--- config.mk ---
export PLATFORM = sky130hd
export DESIGN_NAME = mdu_iterative
export DESIGN_NICKNAME = d
export VERILOG_FILES = /design/src/rtl/mdu_iterative.sv
export SDC_FILE = /design/constraint.sdc
export NUM_CORES = 2
export LEC_CHECK = 0
export BUFFER_PORTS_ARGS = -buffer_cell sky130_fd_sc_hd__buf_2
export CORE_UTILIZATION = 66
export DETAILED_ROUTE_END_ITERATION = 8
export PLACE_DENSITY = 0.84
export SLEW_MARGIN = 10
export SYNTH_ARGS = -nofsm -noshare
export SYNTH_HDL_FRONTEND = slang
export SYNTH_SLANG_ARGS = --single-unit
--- constraint.sdc ---
create_clock -name clk -period 10.9 [get_ports clk]
set_input_delay 0.545 -clock clk [delete_from_list [all_inputs] [get_ports clk]]
set_output_delay 0.545 -clock clk [all_outputs]
set_load 0.01 [all_outputs]
--- src/rtl/mdu_iterative.sv ---
// mdu_iterative: multi-cycle MIPS32 multiply/divide unit owning HI/LO; `define MDU_MADD_EN builds MADD/MSUB accumulate
module mdu_iterative #(
  parameter int W = 32,
  parameter int MUL_STAGES = 2
) (
  input  logic         clk,
  input  logic         rst,
  input  logic         start,
  input  logic [3:0]   mdu_op,
  input  logic [W-1:0] op1,
  input  logic [W-1:0] op2,
  input  logic         flush,
  output logic         busy,
  output logic         done,
  output logic [W-1:0] hi,
  output logic [W-1:0] lo,
  output logic         div_by_zero
);
  typedef enum logic [1:0] {IDLE, MUL, DIV, DIV_FIX} state_t;
  localparam int CW = $clog2(W + MUL_STAGES + 1);
  state_t state_q, state_d;
  logic [CW-1:0] cnt_q, cnt_d;
  logic [W-1:0] a_q, a_d, b_q, b_d, quo_q, quo_d, rem_q, rem_d, hi_q, hi_d, lo_q, lo_d;
  logic sgn_q, sgn_d, dz_q, dz_d, done_q, done_d;
  logic is_mul, is_div, sgn_op, ge;
  logic [W:0] t, dvs;
  logic [W-1:0] b_mag, quo_fix, rem_fix;
  logic [2*W-1:0] prod, mul_res;
`ifdef MDU_MADD_EN
  logic [1:0] acc_q, acc_d;
`endif
  function automatic logic [W-1:0] mag(input logic [W-1:0] v, input logic s);
    return (s && v[W-1]) ? -v : v;
  endfunction
  assign sgn_op = mdu_op inside {4'd1, 4'd3, 4'd7, 4'd9};
  assign is_div = mdu_op inside {4'd3, 4'd4};
`ifdef MDU_MADD_EN
  assign is_mul = mdu_op inside {4'd1, 4'd2, 4'd7, 4'd8, 4'd9, 4'd10};
  assign mul_res = acc_q == 2'd1 ? {hi_q, lo_q} + prod : acc_q == 2'd2 ? {hi_q, lo_q} - prod : prod;
`else
  assign is_mul = mdu_op inside {4'd1, 4'd2};
  assign mul_res = prod;
`endif
  // Latched operands are sign- or zero-extended so one 2W-bit multiply serves both flavours
  assign prod = {{W{sgn_q & a_q[W-1]}}, a_q} * {{W{sgn_q & b_q[W-1]}}, b_q};
  assign b_mag = mag(b_q, sgn_q);
  assign t = {rem_q, quo_q[W-1]};
  assign dvs = {1'b0, b_mag};
  assign ge = t >= dvs;
  assign quo_fix = (sgn_q & (a_q[W-1] ^ b_q[W-1])) ? -quo_q : quo_q;
  assign rem_fix = (sgn_q & a_q[W-1]) ? -rem_q : rem_q;
  assign busy = state_q != IDLE;
  assign done = done_q;
  assign hi = hi_q;
  assign lo = lo_q;
  assign div_by_zero = dz_q;
  // Next-state: issue in IDLE, count down MUL, shift-subtract DIV, sign-fix and write in DIV_FIX
  always_comb begin
    state_d = state_q;
    cnt_d = cnt_q;
    a_d = a_q;
    b_d = b_q;
    sgn_d = sgn_q;
    quo_d = quo_q;
    rem_d = rem_q;
    dz_d = dz_q;
    done_d = 1'b0;
    hi_d = hi_q;
    lo_d = lo_q;
`ifdef MDU_MADD_EN
    acc_d = acc_q;
`endif
    if (state_q != IDLE && flush) begin
      state_d = IDLE;
    end else if (state_q == IDLE) begin
      if (start && !flush) begin
        state_d = is_mul ? MUL : is_div ? DIV : IDLE;
        cnt_d = is_mul ? CW'(MUL_STAGES - 1) : CW'(W - 1);
        a_d = op1;
        b_d = op2;
        sgn_d = sgn_op;
        quo_d = mag(op1, sgn_op);
        rem_d = '0;
        dz_d = is_div && op2 == '0;
        hi_d = mdu_op == 4'd5 ? op1 : hi_q;
        lo_d = mdu_op == 4'd6 ? op1 : lo_q;
`ifdef MDU_MADD_EN
        acc_d = mdu_op inside {4'd7, 4'd8} ? 2'd1 : mdu_op inside {4'd9, 4'd10} ? 2'd2 : 2'd0;
`endif
      end
    end else if (state_q == MUL) begin
      cnt_d = cnt_q - 1'b1;
      if (cnt_q == '0) begin
        {hi_d, lo_d} = mul_res;
        done_d = 1'b1;
        state_d = IDLE;
      end
    end else if (state_q == DIV) begin
      quo_d = {quo_q[W-2:0], ge};
      rem_d = ge ? W'(t - dvs) : t[W-1:0];
      cnt_d = cnt_q - 1'b1;
      state_d = cnt_q == '0 ? DIV_FIX : DIV;
    end else begin
      lo_d = dz_q ? '1 : quo_fix;
      hi_d = dz_q ? a_q : rem_fix;
      done_d = 1'b1;
      state_d = IDLE;
    end
  end
  // State and datapath registers, cleared asynchronously
  always_ff @(posedge clk or posedge rst) begin
    if (rst) begin
      state_q <= IDLE;
      cnt_q <= '0;
      a_q <= '0;
      b_q <= '0;
      sgn_q <= 1'b0;
      quo_q <= '0;
      rem_q <= '0;
      dz_q <= 1'b0;
      done_q <= 1'b0;
      hi_q <= '0;
      lo_q <= '0;
`ifdef MDU_MADD_EN
      acc_q <= '0;
`endif
    end else begin
      state_q <= state_d;
      cnt_q <= cnt_d;
      a_q <= a_d;
      b_q <= b_d;
      sgn_q <= sgn_d;
      quo_q <= quo_d;
      rem_q <= rem_d;
      dz_q <= dz_d;
      done_q <= done_d;
      hi_q <= hi_d;
      lo_q <= lo_d;
`ifdef MDU_MADD_EN
      acc_q <= acc_d;
`endif
    end
  end
endmodule

==> insert_results.sql <==
INSERT INTO impl_metrics (metric_group, metric, value, unit) VALUES
('run_status', 'outcome', 'finished, final reports clean', ''),
('cts', 'postCtsSetupRepairBufs', '0', ''),
('place', 'portBuffers', '138', ''),
('cts', 'worst_setup_hold_path_clk_slew', '0.07', 'ns'),
('synthesis', 'synthesis.nets', '7280', ''),
('routing', 'drt_drc_violations_left', '0', ''),
('timing', 'rsz0062_at_grt', 'no', ''),
('timing', 'finalHoldViolations', '0', ''),
('worst_setup_path', 'worstReg2RegEnd', 'hi[21]', ''),
('routing', 'routed-via-count', '41276', ''),
('cts', 'clock_sink_count', '203', ''),
('routing', 'drt-vias-per-instance', '6.09', ''),
('global_routing', 'first_global_vias', '43721', ''),
('worst_setup_path', 'timing.rr.start', 'sgn_q', ''),
('synthesis', 'synth-async-reset-ratio', '100', '%'),
('global_routing', 'grt_start_max_net_pins', '82', ''),
('timing', 'fin_ws', '1.60', 'ns'),
('worst_setup_path', 'worst-r2r-cell-count', '26', ''),
('synthesis', 'ys_seq_elements', '203', ''),
('place', 'detailedPlace.worstSlack', '1.70', 'ns'),
('run', 'reported_max_cap_violation_count', '0', ''),
('synthesis', 'ys_top_cells_by_area', 'fa_1 (44%), dfrtp_1 (9.8%), inv_1 (8.5%), nand2_1 (6.8%), ha_1 (6.1%)', ''),
('final_layout', 'post-route-cell-area', '53800', 'µm²'),
('synthesis', 'synth_enable_flop_cells', '0', ''),
('timing', 'final-max-slew-violation-count', '0', ''),
('worst_setup_path', 'critical_path_arrival', '9.76', 'ns'),
('final_layout', 'layout_overhead_on_the_synthesized_area', '4.14', '%'),
('synthesis', 'mappedNetlistArea', '51600', 'µm²'),
('place', 'detailed_place.area', '53000', 'µm²'),
('global_routing', 'global_route.usage.total', '39.8', '%'),
('synthesis', 'syn_area_per_cell', '8.85', 'µm²'),
('cts', 'clkLatencyLatePin', '0.55', 'ns'),
('timing', 'timing.clock.skew', '0.0202', 'ns'),
('cts', 'clockRootBuffer', 'clkbuf_16', ''),
('worst_setup_path', 'timing.critical_path.required', '11.36', 'ns'),
('timing', 'finalSetupViolations', '0', ''),
('routing', 'drtAntennaViolNets', '0', ''),
('worst_setup_path', 'setup.worst_path.end_class', 'register', ''),
('floorplan', 'placement_rows', '102', ''),
('worst_setup_path', 'critical_path.max_fanout', '14', ''),
('timing', 'worst_slew_pin_tran', '1.19', 'ns'),
('synthesis', 'synth.yosys.warnings', '0', ''),
('worst_setup_path', 'max_stage_delay', '0.89', 'ns'),
('floorplan', 'chipHeight', '282', 'µm'),
('timing', 'finalCritPeriodShare', '85.3', '%'),
('synthesis', 'synth.largest_area_cell', 'fa_1', ''),
('timing', 'slew_headroom', '20.8', '%'),
('worst_setup_path', 'type_of_the_worst_setup_path', 'register to register', ''),
('cts', 'ctsHoldBuffers', '0', ''),
('final_layout', 'multiInputGateArea', '40800', 'µm²'),
('final_layout', 'post_route_cells_drive_above_1_share', '6.57', '%'),
('worst_hold_path', 'timing.hold.worst.class', 'input port to asynchronous set/reset pin', ''),
('timing', 'timing.setup.tns', '0', 'ns'),
('final_layout', 'fillerInstances', '5884', ''),
('timing', 'period_minus_slack', '9.30', 'ns'),
('place', 'globalplace.congestion', '1.04', ''),
('final_layout', 'fin_nets', '7175', ''),
('floorplan', 'initial_core_util', '66.6', '%'),
('worst_setup_path', 'critical_path.startpoint_type', 'register', ''),
('cts', 'cts_resized', '0', ''),
('final_layout', 'antennaDiodeCount', '0', ''),
('floorplan', 'die_width', '282', 'µm'),
('synthesis', 'synth_top_flop_cell', 'dfrtp_1', ''),
('worst_setup_path', 'cp_common_cell', 'fa_1', ''),
('cts', 'h_tree_level_count', '1', ''),
('synthesis', 'synth_seq_area_share', '9.84', '%'),
('timing', 'clock.fmax', '108', 'MHz'),
('timing', 'smallest_hold_slack', '0.0367', 'ns'),
('worst_setup_path', 'critical_path.slowest_cell', 'nor4_1', ''),
('floorplan', 'dieArea', '79300', 'µm²'),
('routing', 'wirelength', '152000', 'µm');
## cells by family (layout without fill, tap and decap cells)
kind of cell	after synthesis	count (layout)	synth area share, %
xor+xnor	200	200	3.39
mux	105	105	2.21
fa+ha+maj	1376	1376	49.7
flops	203	203	9.84
buf+inv	1533	1441	11.2
simple gates	1711	1711	15.4
compound gates	704	704	8.25
## final cells by class
type,count,area share (%)
clock buffer,28,1.14
multi-input combinational,4096,75.9
timing repair buffer,235,2.64
inverter,1168,8.17
sequential,203,9.46
clock inverter,10,0.293
tap,1040,2.42
## stage by stage
| stage | std cells | utilization, % |
|---|---|---|
| final | 6780 | 69.4 |
| after global routing | 6780 | 69.4 |
| after CTS | 6780 | 69.4 |
| after detailed placement | 6742 | 68.4 |
| after global placement | 6742 | 68.4 |
| after floorplan | 5832 | - |
## how the worst max path moves through the flow
stage / cells after the start / slack [ns] / end / startpoint
after global placement: 27 / 1.92 / hi[31] / a_q[31]
final: 26 / 1.60 / hi[21] / sgn_q
after CTS: 26 / 1.66 / hi[21] / a_q[31]
after global routing: 26 / 1.12 / hi[21] / sgn_q
after detailed placement: 26 / 1.70 / hi[21] / a_q[31]
after floorplan: 28 / 2.60 / hi[31] / a_q[31]
## critical path: cells and delay by family, from the launching register on
family | cells | cell delay (ns)
adder cells (fa/ha/maj) | 9 | 4.49
AND/OR/NAND/NOR | 7 | 2.54
buffers and inverters | 5 | 0.89
AO/OA/AOI/OAI | 4 | 0.69
flip-flops | 1 | 0.34
XOR/XNOR | 1 | 0.26
## cell usage in the layout (no fill, tap or decap), drive strengths merged, types with 167 or more instances in the layout
cell type  instances
nand2            933
and2             355
fa              1126
buf              235
o21ai            233
a21oi            218
ha               250
dfrtp            203
inv             1168
nor2             167
## sequential cells by signal, summed over array words and instances (netlist names)
| register | cells |
|---|---|
| lo | 32 |
| cnt_q | 6 |
| a_q | 32 |
| quo_q | 32 |
| div_by_zero | 1 |
| sgn_q | 1 |
| b_q | 32 |
| hi | 32 |
| done | 1 |
| state_q | 2 |
| rem_q | 32 |
## cell usage after synthesis (all sizes together), types with 32 or more instances
| master | instances |
|---|---|
| inv | 1167 |
| a21o | 53 |
| fa | 1126 |
| o21ai | 233 |
| mux2 | 73 |
| and2 | 355 |
| nor2 | 167 |
| xor2 | 86 |
| dfrtp | 203 |
| xnor2 | 114 |
| clkbuf | 324 |
| mux2i | 32 |
| a21oi | 218 |
| buf | 41 |
| nor3 | 48 |
| nand2 | 933 |
| ha | 250 |
## metal layers
| metal | global-route usage, % | share of wire (%) | up-vias |
|---|---|---|---|
| met5 | 0.183 | 0.045 | - |
| li1 | - | - | 17403 |
| met4 | 24.2 | 7.2 | 5 |
| met1 | 49.9 | 35 | 20855 |
| met2 | 64.7 | 48 | 2405 |
| met3 | 7.24 | 9.7 | 608 |
Power is left out: the tool's default activity adds up to more than one toggle a clock period on the data nets, which glitch-free logic cannot reach.
